$ cat config.mk
export PLATFORM = sky130hd
export DESIGN_NAME = alu_operand_loader
export DESIGN_NICKNAME = d
export VERILOG_FILES = /design/src/rtl/alu_operand_loader.sv
export SDC_FILE = /design/constraint.sdc
export NUM_CORES = 1
export LEC_CHECK = 0
export CAP_MARGIN = 20
export CORE_AREA = 5 5 83 85
export DETAILED_ROUTE_END_ITERATION = 10
export DIE_AREA = 0 0 88 90
export PLACE_DENSITY_LB_ADDON = 0.12
export SETUP_SLACK_MARGIN = 0.3
export SLEW_MARGIN = 20
export SYNTH_ARGS = -nofsm -noshare
export SYNTH_HDL_FRONTEND = slang
export SYNTH_SLANG_ARGS = --single-unit
$ cat constraint.sdc
create_clock -name clk -period 2.2 [get_ports clk]
set_input_delay 0.33 -clock clk [delete_from_list [all_inputs] [get_ports clk]]
set_output_delay 0.33 -clock clk [all_outputs]
set_load 0.02 [all_outputs]
$ cat src/rtl/alu_operand_loader.sv
// Operand capture front-end: two debounced buttons drive a small FSM that
// latches the slide switches into registered a/b operands with a valid flag.

module alu_operand_loader_debounce #(
  parameter int DB_CYCLES = 1000000
) (
  input  logic clk,
  input  logic reset,
  input  logic raw_i,
  output logic pulse_o
);

  localparam int CW = $clog2(DB_CYCLES);
  localparam logic [CW-1:0] CNT_LAST = CW'(DB_CYCLES - 1);

  logic          sync1_q;
  logic          sync2_q;
  logic          st_q;
  logic          st_dly_q;
  logic [CW-1:0] cnt_q;

  // Synchronize the raw level, then accept a change only after it is stable.
  always_ff @(posedge clk) begin
    if (reset) begin
      sync1_q  <= 1'b0;
      sync2_q  <= 1'b0;
      st_q     <= 1'b0;
      st_dly_q <= 1'b0;
      cnt_q    <= '0;
    end else begin
      sync1_q  <= raw_i;
      sync2_q  <= sync1_q;
      st_dly_q <= st_q;
      if (sync2_q == st_q) begin
        cnt_q <= '0;
      end else if (cnt_q == CNT_LAST) begin
        st_q  <= sync2_q;
        cnt_q <= '0;
      end else begin
        cnt_q <= cnt_q + {{(CW-1){1'b0}}, 1'b1};
      end
    end
  end

  assign pulse_o = st_q & ~st_dly_q;

endmodule

module alu_operand_loader #(
  parameter int WIDTH     = 6,
  parameter int DB_CYCLES = 1000000
) (
  input  logic             clk,
  input  logic             reset,
  input  logic [WIDTH-1:0] sw,
  input  logic             btn_load,
  input  logic             btn_clear,
  output logic [WIDTH-1:0] a,
  output logic [WIDTH-1:0] b,
  output logic             valid,
  output logic [1:0]       state
);

  typedef enum logic [1:0] {
    S_LOAD_A = 2'b00,
    S_LOAD_B = 2'b01,
    S_READY  = 2'b10,
    S_UNUSED = 2'b11
  } state_t;

  state_t           state_q;
  logic [WIDTH-1:0] a_q;
  logic [WIDTH-1:0] b_q;
  logic             valid_q;
  logic             load_pulse_s;
  logic             clear_pulse_s;

  alu_operand_loader_debounce #(.DB_CYCLES(DB_CYCLES)) u_db_load (
    .clk     (clk),
    .reset   (reset),
    .raw_i   (btn_load),
    .pulse_o (load_pulse_s)
  );

  alu_operand_loader_debounce #(.DB_CYCLES(DB_CYCLES)) u_db_clear (
    .clk     (clk),
    .reset   (reset),
    .raw_i   (btn_clear),
    .pulse_o (clear_pulse_s)
  );

  // Capture FSM; clear outranks load, and the unused code recovers to LOAD_A.
  always_ff @(posedge clk) begin
    if (reset) begin
      state_q <= S_LOAD_A;
      a_q     <= '0;
      b_q     <= '0;
      valid_q <= 1'b0;
    end else if (clear_pulse_s) begin
      state_q <= S_LOAD_A;
      a_q     <= '0;
      b_q     <= '0;
      valid_q <= 1'b0;
    end else begin
      case (state_q)
        S_LOAD_A: begin
          if (load_pulse_s) begin
            a_q     <= sw;
            state_q <= S_LOAD_B;
          end else begin
            state_q <= S_LOAD_A;
          end
        end
        S_LOAD_B: begin
          if (load_pulse_s) begin
            b_q     <= sw;
            valid_q <= 1'b1;
            state_q <= S_READY;
          end else begin
            state_q <= S_LOAD_B;
          end
        end
        S_READY: begin
          if (load_pulse_s) begin
            a_q     <= sw;
            valid_q <= 1'b0;
            state_q <= S_LOAD_B;
          end else begin
            state_q <= S_READY;
          end
        end
        default: begin
          state_q <= S_LOAD_A;
          valid_q <= 1'b0;
        end
      endcase
    end
  end

  assign a     = a_q;
  assign b     = b_q;
  assign valid = valid_q;
  assign state = state_q;

endmodule

# Word-level counts from Yosys, hierarchy flattened
# Index checks and enable logic that the tools add are counted.
word_totals:
  reg_bits: 63
  out_inout_bits: 15
  wordCells: 48
op_classes:
  addsub: 2
  n_eq_ne: 8
  muxes: 7
  bitwise_logic: 7
  reduce_logical: 10
ops:
  columns: ["op", "n"]
  rows:
  - ["adder 20 x 1 -> 20 bit, second input constant", 2]
  - ["equality test 20 bit, second input constant", 2]
  - ["AND reduction 2 bit", 4]
  - ["one-hot mux 2 bit (3 select lines)", 1]
  - ["OR reduction 3 bit", 2]
  - ["inverter 1 bit", 5]
  - ["two-way mux 2 bit", 2]
  - ["!= test 2 bit, second input constant", 2]
  - ["OR reduction 2 bit", 2]
  - ["two-way mux 1 bit", 3]
  - ["one-hot mux 1 bit (3 select lines)", 1]
  - ["AND reduction 3 bit", 1]
  - ["bitwise AND 1 bit", 2]
  - ["equality test 1 bit", 2]
  - ["equality test 2 x 1 -> 1 bit, second input constant", 1]
  - ["equality test 2 bit, second input constant", 1]
  - ["zero test 2 bit", 1]

# Longest topological paths before layout
# Gate-level depths: netlist of the first run.
depth:
  ltp_word: 4
  mapped_depth: 6
  depth_no_buf: 5

# Cells and area by module
# A second synthesis of the first run with hierarchy kept.
unflattened:
  hier_cells: 292
  hier_area_um2: 2675.1
by_module_without_submodules:
  columns: ["mod", "instances", "cells_per_inst", "area_each_um2", "seq_area_each_um2"]
  rows:
  - ["alu_operand_loader_debounce", 2, 116, 1048.5, 480.5]
  - ["alu_operand_loader", 1, 60, 578.1, 300.3]

# Worst setup path after synthesis of the first run
# No wires, ideal clock.
synth_timing:
  path_type: "reg-to-reg"
  start: "register u_db_clear.cnt_q[10]"
  end: "register u_db_clear.cnt_q[10]"
  setup_ns: 0.115
  arrival_time_ns: 1.805
  t_required_ns: 2.085
  slack_ns: 0.280
  stages_incl_launch_ff: 6
  path_cell_list: "dfxtp_1 -> or4b_1 -> or4_4 -> o21ai_4 -> buf_6 -> nor2_1"
synth_via:
  elab_chain_cells: 2
synth_lines:
  columns: ["element", "line_no", "source"]
  rows:
  - ["start, declared", "20", "logic [CW-1:0] cnt_q;"]
  - ["start signal, assigned", "40", "cnt_q <= cnt_q + {{(CW-1){1'b0}}, 1'b1};"]
  - ["branches (longest 2 deep; another with adder 20 x 1 -> 20 bit)", null, null]
# Parallel ways; which one is timed is not known.
# A chain may end at the register's enable or synchronous reset.

# Final worst setup path of the first run
layout_timing:
  start: "register u_db_clear.cnt_q[11]"
  end: "register u_db_clear.cnt_q[17]"
# Same word-level chain as after synthesis.

==> impl_metrics.env, run 1 <==
export IMPL_reg2reg_from="u_db_clear.cnt_q[11]"
export IMPL_core_um2=6130
export IMPL_cap_viol_max_count=0
export IMPL_die_area_um2=7920
export IMPL_endpoint_kind="flop"
export IMPL_synth_xor_area_share_pct=9.53
export IMPL_clkSlewWorstSetupHoldPaths_ns=0.07
export IMPL_dp_hpwl_um=3600
export IMPL_yosysSeqAreaShare_pct=47.3
export IMPL_ant_nets=0
export IMPL_finalSetupTns_ns=0
export IMPL_setup_viol_count_final=0
export IMPL_clockBufferDepth=2
export IMPL_crit_type="flop to flop"
export IMPL_drc=0
export IMPL_dr_first_iter_drc_count=88
export IMPL_fmax_mhz=520
export IMPL_path_max_fanout=19
export IMPL_start_kind="flop"
export IMPL_synth_mux_area_share_pct=2.68
export IMPL_synthesis_area_um2=2660
export IMPL_port_buffers=24
export IMPL_synth_top_family_by_area="simple AND/OR/NAND/NOR gates"
export IMPL_grt_use_total_pct=14.0
export IMPL_power_density_nw_per_um2=663
export IMPL_syn_nets=314
export IMPL_ys_ff_latch=63
export IMPL_cts_buffers_inserted=9
export IMPL_insertion_delay_ns=0.33
export IMPL_grt_overflow_total=0
export IMPL_viasPerCell=5.08
export IMPL_holdBufCountCts=0
export IMPL_synth_compound_area_share_pct=7.61
export IMPL_grt_pass1_vias=1958
export IMPL_antenna_found_initial=0
export IMPL_finalWirelength_um=5150
export IMPL_yosys_area_share_adder_pct=0.939
export IMPL_yosys_warnings=0
export IMPL_period_needed_ns=1.92
export IMPL_finalCritPeriodShare_pct=87.5
export IMPL_cellLeakagePower_nw=0.973
export IMPL_slew_limit_headroom_pct=67.5
export IMPL_placed_area_um2=3050
export IMPL_grtUsageMet1_pct=18.3
export IMPL_crit_start="u_db_clear.cnt_q[11]"
export IMPL_fin_skew_ns=0.00665
export IMPL_use_met2_pct=20.9
export IMPL_worst_slew_pin_slew_ns=0.487
export IMPL_synth_enable_flop_cells=0
export IMPL_rows=29
export IMPL_root_buffer="clkbuf_8"
export IMPL_dr_total_vias=2128
export IMPL_start_util_pct=43.4
export IMPL_ys_async_sr_fraction_pct=0
export IMPL_rsz0062_at_grt="yes"
export IMPL_hold_viol=0
export IMPL_routabilityCongestion=0.795
export IMPL_cts_tree="yes"
export IMPL_drive_gt1_share_pct=12.6
export IMPL_io_pins=25
export IMPL_synth_main_ff_cell="dfxtp_1"
export IMPL_syn_area_per_cell_um2=8.82
export IMPL_worstPathArrival_ns=2.13
export IMPL_worst_ir_drop_vdd_mv=0.430
export IMPL_synth_cell_types=37
export IMPL_fin_nets=349
export IMPL_stdcell_area_um2=3280
export IMPL_numClockSinks=63
export IMPL_h_tree_depth=3
export IMPL_synthToLayoutAreaGrowth_pct=23.1
export IMPL_met3_usage_pct=5.03
export IMPL_worst_ep_required_time_ns=2.41
export IMPL_dr_pass1_iters=4
export IMPL_syn_inst=302
export IMPL_grt_pass1_wl_um=8890
export IMPL_synth_simple_area_share_pct=28.7
export IMPL_antenna_cells=0
export IMPL_fp_dieW_um=88
export IMPL_die_y_um=90
export IMPL_grt_busiest_layer="met2"
export IMPL_min_path_type="flop to flop"
export IMPL_grt_start_max_net_pins=20
export IMPL_wl_per_cell_um=12.3
export IMPL_hold_path_startpoint="u_db_load.sync1_q"
export IMPL_status="complete, no violations"
export IMPL_maxSlewViolCount=0
[stage by stage]
stage	power [mW]	setup WS, ns	utilization [%]	cells	hold slack, ns
after floorplan	1.19	0.291	-	302	0.411
after global placement	1.22	0.288	49.7	402	0.420
after detailed placement	1.22	0.267	49.7	402	0.428
after CTS	2.21	0.271	52.9	418	0.446
after global routing	2.28	0.218	53.5	419	0.470
final	2.17	0.276	53.5	419	0.438
[flip-flops by register name (all words and copies together) (netlist names), 2 cells and up]
register          flops
b                     6
u_db_load.cnt_q      20
a                     6
u_db_clear.cnt_q     20
state                 2
[cell type report]
type / instances / area, µm²
fill: 568 / 2850
multi-input combinational: 219 / 1340
sequential: 63 / 1270
timing repair buffer: 34 / 340
clock buffer: 9 / 124
tap: 77 / 96.3
clock inverter: 7 / 73.8
inverter: 10 / 37.5
[timing repair]
| action | CTS | global route |
|---|---|---|
| buffers inserted | 0 | 1 |
| pin swaps | 1 | 1 |
| resized for setup | 1 | 7 |
| endpoints found under the setup margin | 33 | 39 |
[layout by cell type (no fill, tap or decap), types with 7 or more instances in the layout]
master	instances
xor2_1	8
clkbuf_8	9
clkdlybuf4s50_1	24
dfxtp_2	7
nor4_1	7
inv_1	10
xnor2_1	21
nor2b_1	9
a21oi_1	18
nand3_1	24
nand2_1	19
nor3_1	11
dfxtp_1	56
nand4_1	12
buf_4	8
nor2_1	41
[per-layer routing]
metal | vias to the layer above | share of wire [%]
met5 | - | 0
met4 | 0 | 1.3
met3 | 6 | 2.1
met2 | 25 | 47
li1 | 1129 | -
met1 | 968 | 49
[path summary, 6_finish.rpt]
| check | end | slack, ns | cells past startpoint |
|---|---|---|---|
| worst min register to register | u_db_load.sync2_q | 0.44 | 1 |
| worst max register to register | u_db_clear.cnt_q[17] | 0.28 | 5 |
| worst min-delay path | u_db_load.sync2_q | 0.44 | 1 |
| worst max-delay path | u_db_clear.cnt_q[17] | 0.28 | 5 |
[power breakdown]
| group | switching, mW | total (mW) | leakage (nW) | internal (mW) |
|---|---|---|---|---|
| Sequential | 0.00213 | 1.15 | 0.512 | 1.14 |
| Clock | 0.457 | 0.979 | 0.0875 | 0.522 |
| Combinational | 0.0220 | 0.0472 | 0.374 | 0.0252 |
| Total | 0.481 | 2.17 | 0.973 | 1.69 |
[cells in the mapped netlist, types with 5 or more instances]
master    count  area (µm²)
nand3_1      24         120
clkbuf_1      7        26.3
xor2_1        8        70.1
nor3_1       11        55.1
o31ai_1       5        37.5
nand4_1      12        75.1
nor4_1        7        43.8
mux2i_1       6        60.1
nand2_1      19        71.3
xnor2_1      21         184
nor2b_1       9        56.3
inv_1        10        37.5
a21oi_1      18        90.1
o21ai_0       6        30.0
or3_1         5        31.3
nor2_1       41         154
or4_1         6        45.0
dfxtp_1      63        1260
[kinds of logic after synthesis]
kind of cell / count (synthesis)
AO/OA/AOI/OAI: 33
XOR/XNOR: 29
adder cells (fa/ha/maj): 2
buffers and inverters: 20
flip-flops: 63
multiplexers: 7
AND/OR/NAND/NOR: 148
[critical path, cell delays in order (launching register included)]
cell and delay [ns]:
dfxtp_2 0.34, or4b_1 0.53, or4_4 0.56, o21ai_4 0.16, buf_12 0.16, a21oi_1 0.05
Power figures use the tool's default switching activity.
==> inputs of run 2 (changes only) <==
--- a/config.mk
+++ b/config.mk
@@ -6,9 +6,11 @@
 export NUM_CORES = 1
 export LEC_CHECK = 0
 export CAP_MARGIN = 20
-export CORE_AREA = 5 5 83 85
+export CELL_PAD_IN_SITES_DETAIL_PLACEMENT = 2
+export CELL_PAD_IN_SITES_GLOBAL_PLACEMENT = 2
+export CORE_AREA = 5 5 94 96
 export DETAILED_ROUTE_END_ITERATION = 10
-export DIE_AREA = 0 0 88 90
+export DIE_AREA = 0 0 99 101
 export PLACE_DENSITY_LB_ADDON = 0.12
 export SETUP_SLACK_MARGIN = 0.3
 export SLEW_MARGIN = 20
==> impl_metrics.env, run 2 (same netlist as run 1, synthesis figures left out) <==
export IMPL_status="complete, no violations"
export IMPL_port_buffers=24
export IMPL_start_kind="flop"
export IMPL_numClockSinks=63
export IMPL_fp_dieW_um=99
export IMPL_insertion_delay_ns=0.33
export IMPL_path_buf_inv=1
export IMPL_top_regs="u_db_clear.cnt_q: 20 flops, u_db_load.cnt_q: 20 flops"
export IMPL_h_tree_depth=3
export IMPL_finalCritPeriodShare_pct=87.8
export IMPL_p_sw_share_pct=20.7
export IMPL_root_buffer="clkbuf_8"
export IMPL_critPathTopFamily="simple AND/OR/NAND/NOR gates"
export IMPL_die_area_um2=10000
export IMPL_synthToLayoutAreaGrowth_pct=25.9
export IMPL_dp_cells=433
export IMPL_die_y_um=101
export IMPL_fin_nets=355
export IMPL_maxSlewViolCount=0
export IMPL_dp_hpwl_um=4970
export IMPL_finalSetupTns_ns=0
export IMPL_cellLeakagePower_nw=1.02
export IMPL_clkSlewWorstSetupHoldPaths_ns=0.07
export IMPL_worst_slew_pin_slew_ns=0.504
export IMPL_final_common_cell="dfxtp_1"
export IMPL_crit_type="flop to flop"
export IMPL_rsz0062_at_grt="yes"
export IMPL_cp_slowest_stage_delay_ns=0.56
export IMPL_grt_use_total_pct=14.6
export IMPL_seqPwrFrac_pct=51.0
export IMPL_grt_pass1_vias=2365
export IMPL_cts_buffers_inserted=9
export IMPL_io_pins=25
export IMPL_final_cell_mix="dfxtp_1, nor2_1, nand3_1, clkdlybuf4s50_1, xnor2_1"
export IMPL_fin_skew_ns=0.00663
export IMPL_start_util_pct=33.4
export IMPL_cts_tree="yes"
export IMPL_min_path_type="flop to flop"
export IMPL_cap_viol_max_count=0
export IMPL_dr_first_iter_drc_count=40
export IMPL_worst_ep_required_time_ns=2.41
export IMPL_path_cells="or4b_1 -> or4_4 -> o21ai_4 -> buf_12 -> a21oi_1"
export IMPL_antenna_found_initial=0
export IMPL_period_needed_ns=1.93
export IMPL_slew_limit_headroom_pct=66.4
export IMPL_pre_cts_ws_ns=0.255
export IMPL_pwr_share_clk_pct=46.8
export IMPL_worst_ir_drop_vdd_mv=0.291
export IMPL_worst_path_max_delay_cell="or4_4"
export IMPL_drc=0
export IMPL_holdBufCountCts=0
export IMPL_power_density_nw_per_um2=670
export IMPL_dr_total_vias=2304
export IMPL_routabilityCongestion=0.723
export IMPL_grt_start_max_net_pins=20
export IMPL_ant_nets=0
export IMPL_wl_per_cell_um=15.2
export IMPL_p_switching_uw=466
export IMPL_grt_overflow_total=0
export IMPL_core_um2=7970
export IMPL_dr_pass1_iters=4
export IMPL_endpoint_kind="flop"
export IMPL_setup_viol_count_final=0
export IMPL_antenna_cells=0
export IMPL_worstPathArrival_ns=2.14
export IMPL_hold_slack_ns=0.448
export IMPL_fin_util_pct=42.1
export IMPL_path_max_fanout=19
export IMPL_viasPerCell=5.09
export IMPL_fmax_mhz=518
export IMPL_hold_viol=0
export IMPL_clockBufferDepth=2
export IMPL_setup_slack_ns=0.268
export IMPL_rows=33
export IMPL_grt_pass1_wl_um=11400
export IMPL_finalWirelength_um=6870
export IMPL_internal_power_mw=1.78
export IMPL_stdcell_count=453
export IMPL_drive_gt1_share_pct=13.8
export IMPL_combPwrFrac_pct=2.2
-- run 2: path summary, 6_finish.rpt --
check,start,to,slack (ns),cells after the start
worst max-delay path,u_db_clear.cnt_q[11],u_db_clear.cnt_q[18],0.27,5
worst min-delay path,u_db_load.sync1_q,u_db_load.sync2_q,0.45,1
worst max register to register,u_db_clear.cnt_q[11],u_db_clear.cnt_q[18],0.27,5
worst min register to register,u_db_load.sync1_q,u_db_load.sync2_q,0.45,1
-- run 2: final cells by class --
type | count | area, µm²
fillers | 897 | 4610
inverters | 10 | 37.5
multi-input cells | 219 | 1330
repair buffers | 40 | 373
flip-flops and latches | 63 | 1270
clock inverters | 3 | 40.0
clock buffers | 13 | 169
well taps | 105 | 131
-- run 2: per-stage QoR --
| step | cell area, µm² | total power, mW |
|---|---|---|
| floorplan | 2680 | 1.19 |
| global placement | 3100 | 1.22 |
| detailed placement | 3100 | 1.22 |
| CTS | 3340 | 2.30 |
| global route | 3350 | 2.36 |
| finish | 3350 | 2.25 |
-- run 2: power groups by stage --
stage	registers, mW	clock network [mW]	logic (mW)
after floorplan	1.17	0	0.0187
after global placement	1.17	0	0.0475
after detailed placement	1.17	0	0.0481
after CTS	1.15	1.10	0.0505
after global routing	1.15	1.15	0.0544
final	1.15	1.05	0.0497
-- run 2: metal layers --
metal | vias up | global-route usage, % | wire length (µm)
met5 | - | 0 | 0
met3 | 8 | 2.70 | 151
li1 | 1143 | - | -
met1 | 1135 | 17.0 | 3100
met4 | 0 | 7.56 | 116
met2 | 18 | 25.4 | 3510
-- run 2: timing repair --
action | in CTS | in global routing
resized for setup | 3 | 4
setup endpoints to repair | 38 | 22
setup buffers | 3 | 1
pin swaps | 1 | 1
==> inputs of run 3 (changes only) <==
--- a/config.mk
+++ b/config.mk
@@ -8,9 +8,11 @@
 export CAP_MARGIN = 20
 export CELL_PAD_IN_SITES_DETAIL_PLACEMENT = 2
 export CELL_PAD_IN_SITES_GLOBAL_PLACEMENT = 2
-export CORE_AREA = 5 5 94 96
+export CORE_AREA = 5 5 111 81
 export DETAILED_ROUTE_END_ITERATION = 10
-export DIE_AREA = 0 0 99 101
+export DIE_AREA = 0 0 116 86
+export GPL_ROUTABILITY_DRIVEN = 1
+export GPL_TIMING_DRIVEN = 0
 export PLACE_DENSITY_LB_ADDON = 0.12
 export SETUP_SLACK_MARGIN = 0.3
 export SLEW_MARGIN = 20
==> impl_metrics.env, run 3 (same netlist as run 1, synthesis figures left out) <==
export IMPL_ant_nets=0
export IMPL_clockBufferDepth=2
export IMPL_dr_total_vias=2321
export IMPL_finalSetupTns_ns=0
export IMPL_grt_overflow_total=0
export IMPL_grt_use_total_pct=17.2
export IMPL_fmax_mhz=515
export IMPL_status="complete, no violations"
export IMPL_final_common_cell="dfxtp_1"
export IMPL_hold_slack_ns=0.443
export IMPL_critPathTopFamily="simple AND/OR/NAND/NOR gates"
export IMPL_numClockSinks=63
export IMPL_setup_viol_count_final=0
export IMPL_stdcell_area_um2=3460
export IMPL_fin_util_pct=44.6
export IMPL_placed_area_um2=3040
export IMPL_die_area_um2=9980
export IMPL_cellLeakagePower_nw=1.04
export IMPL_grt_pass1_vias=2536
export IMPL_finalWirelength_um=7720
export IMPL_cts_tree="yes"
export IMPL_root_buffer="clkbuf_16"
export IMPL_drc=0
export IMPL_start_util_pct=34.3
export IMPL_synthToLayoutAreaGrowth_pct=30.0
export IMPL_core_um2=7770
export IMPL_fillCellCount=870
export IMPL_min_path_type="flop to flop"
export IMPL_path_buf_inv=1
export IMPL_antenna_found_initial=0
export IMPL_routabilityCongestion=0.784
export IMPL_viasPerCell=5.16
export IMPL_drive_gt1_share_pct=16.9
export IMPL_power_density_nw_per_um2=708
export IMPL_dp_hpwl_um=5400
export IMPL_rows=27
export IMPL_io_pins=25
export IMPL_maxSlewViolCount=0
export IMPL_fp_dieW_um=116
export IMPL_hold_path_depth=1
export IMPL_cts_buffers_inserted=9
export IMPL_path_max_fanout=4
export IMPL_final_cell_mix="dfxtp_1, nor2_1, nand3_1, clkdlybuf4s50_1, xnor2_1"
export IMPL_worst_ep_required_time_ns=2.39
export IMPL_pre_cts_ws_ns=-0.257
export IMPL_start_kind="flop"
export IMPL_die_y_um=86
export IMPL_slew_limit_headroom_pct=48.0
export IMPL_path_cells="or4b_4 -> or4_4 -> o21ai_4 -> buf_4 -> a21oi_1"
export IMPL_crit_type="flop to flop"
export IMPL_fin_nets=358
export IMPL_antenna_cells=0
export IMPL_h_tree_depth=3
export IMPL_hold_viol=0
export IMPL_worstRegToRegCells=5
export IMPL_wl_per_cell_um=17.2
export IMPL_worst_ir_drop_vdd_mv=0.347
export IMPL_finalCritPeriodShare_pct=88.2
export IMPL_rsz0062_at_grt="yes"
export IMPL_grt_pass1_wl_um=13400
export IMPL_dr_pass1_iters=4
export IMPL_endpoint_kind="flop"
export IMPL_fin_skew_ns=0.00591
export IMPL_grt_start_max_net_pins=11
export IMPL_top_regs="u_db_clear.cnt_q: 20 flops, u_db_load.cnt_q: 20 flops"
export IMPL_cp_num_cells=5
export IMPL_dr_first_iter_drc_count=95
export IMPL_setup_slack_ns=0.260
export IMPL_worst_path_max_delay_cell="or4_4"
export IMPL_worst_slew_pin_slew_ns=0.778
export IMPL_cp_slowest_stage_delay_ns=0.55
export IMPL_insertion_delay_ns=0.32
export IMPL_period_needed_ns=1.94
export IMPL_cap_viol_max_count=0
export IMPL_clkSlewWorstSetupHoldPaths_ns=0.05
export IMPL_port_buffers=24
export IMPL_worstPathArrival_ns=2.14
==> run 3: metrics by stage <==
stage / std cells / power (mW)
3_3_place_gp: 427 / 1.22
5_1_grt: 450 / 2.56
3_5_place_dp: 427 / 1.22
6_report: 450 / 2.45
2_1_floorplan: 302 / 1.19
4_1_cts: 450 / 2.50
==> run 3: repair_timing <==
item / 4_1_cts / 5_1_grt
endpoints found under the setup margin: 41 / 29
hold buffers: 0 / 0
resized for setup: 23 / 15
setup buffers: 9 / 0
pin swaps: 4 / 3
hold endpoints to repair: 0 / 0
==> run 3: layout make-up <==
type / count / area [µm²] / share of cell area, %
clock inverters: 1 / 5.00 / 0.145
repair buffers: 33 / 312 / 9.00
inverters: 10 / 37.5 / 1.08
plain buffers: 10 / 60.1 / 1.73
well taps: 101 / 126 / 3.65
clock buffers: 13 / 260 / 7.52
flip-flops and latches: 63 / 1290 / 37.3
multi-input cells: 219 / 1370 / 39.6
==> run 3: layer usage <==
layer  routed length [µm]  vias up  share of wire, %  GRT usage [%]
met4                   28        0              0.36           4.64
met2                 3350       45                43           25.6
met5                    0        -                 0              0
met3                  361        2               4.7           4.94
met1                 3980     1125                51           24.2
li1                     -     1149                 -              -
==> run 3: worst paths after layout <==
kind,to,startpoint,slack [ns]
worst max register to register,u_db_clear.cnt_q[14],u_db_clear.cnt_q[11],0.26
worst min-delay path,u_db_load.sync2_q,u_db_load.sync1_q,0.44
worst min register to register,u_db_load.sync2_q,u_db_load.sync1_q,0.44
worst max-delay path,u_db_clear.cnt_q[14],u_db_clear.cnt_q[11],0.26
==> run 3: worst reg2reg max path, cell delays in order (launching register included) <==
cell	delay [ns]
dfxtp_2	0.32
or4b_4	0.52
or4_4	0.55
o21ai_4	0.20
buf_4	0.16
a21oi_1	0.05
==> run 3: report_power, final <==
part | switching (mW) | leakage [nW] | internal [mW]
Clock | 0.448 | 0.132 | 0.807
Combinational | 0.0240 | 0.393 | 0.0248
Sequential | 0.00366 | 0.517 | 1.14
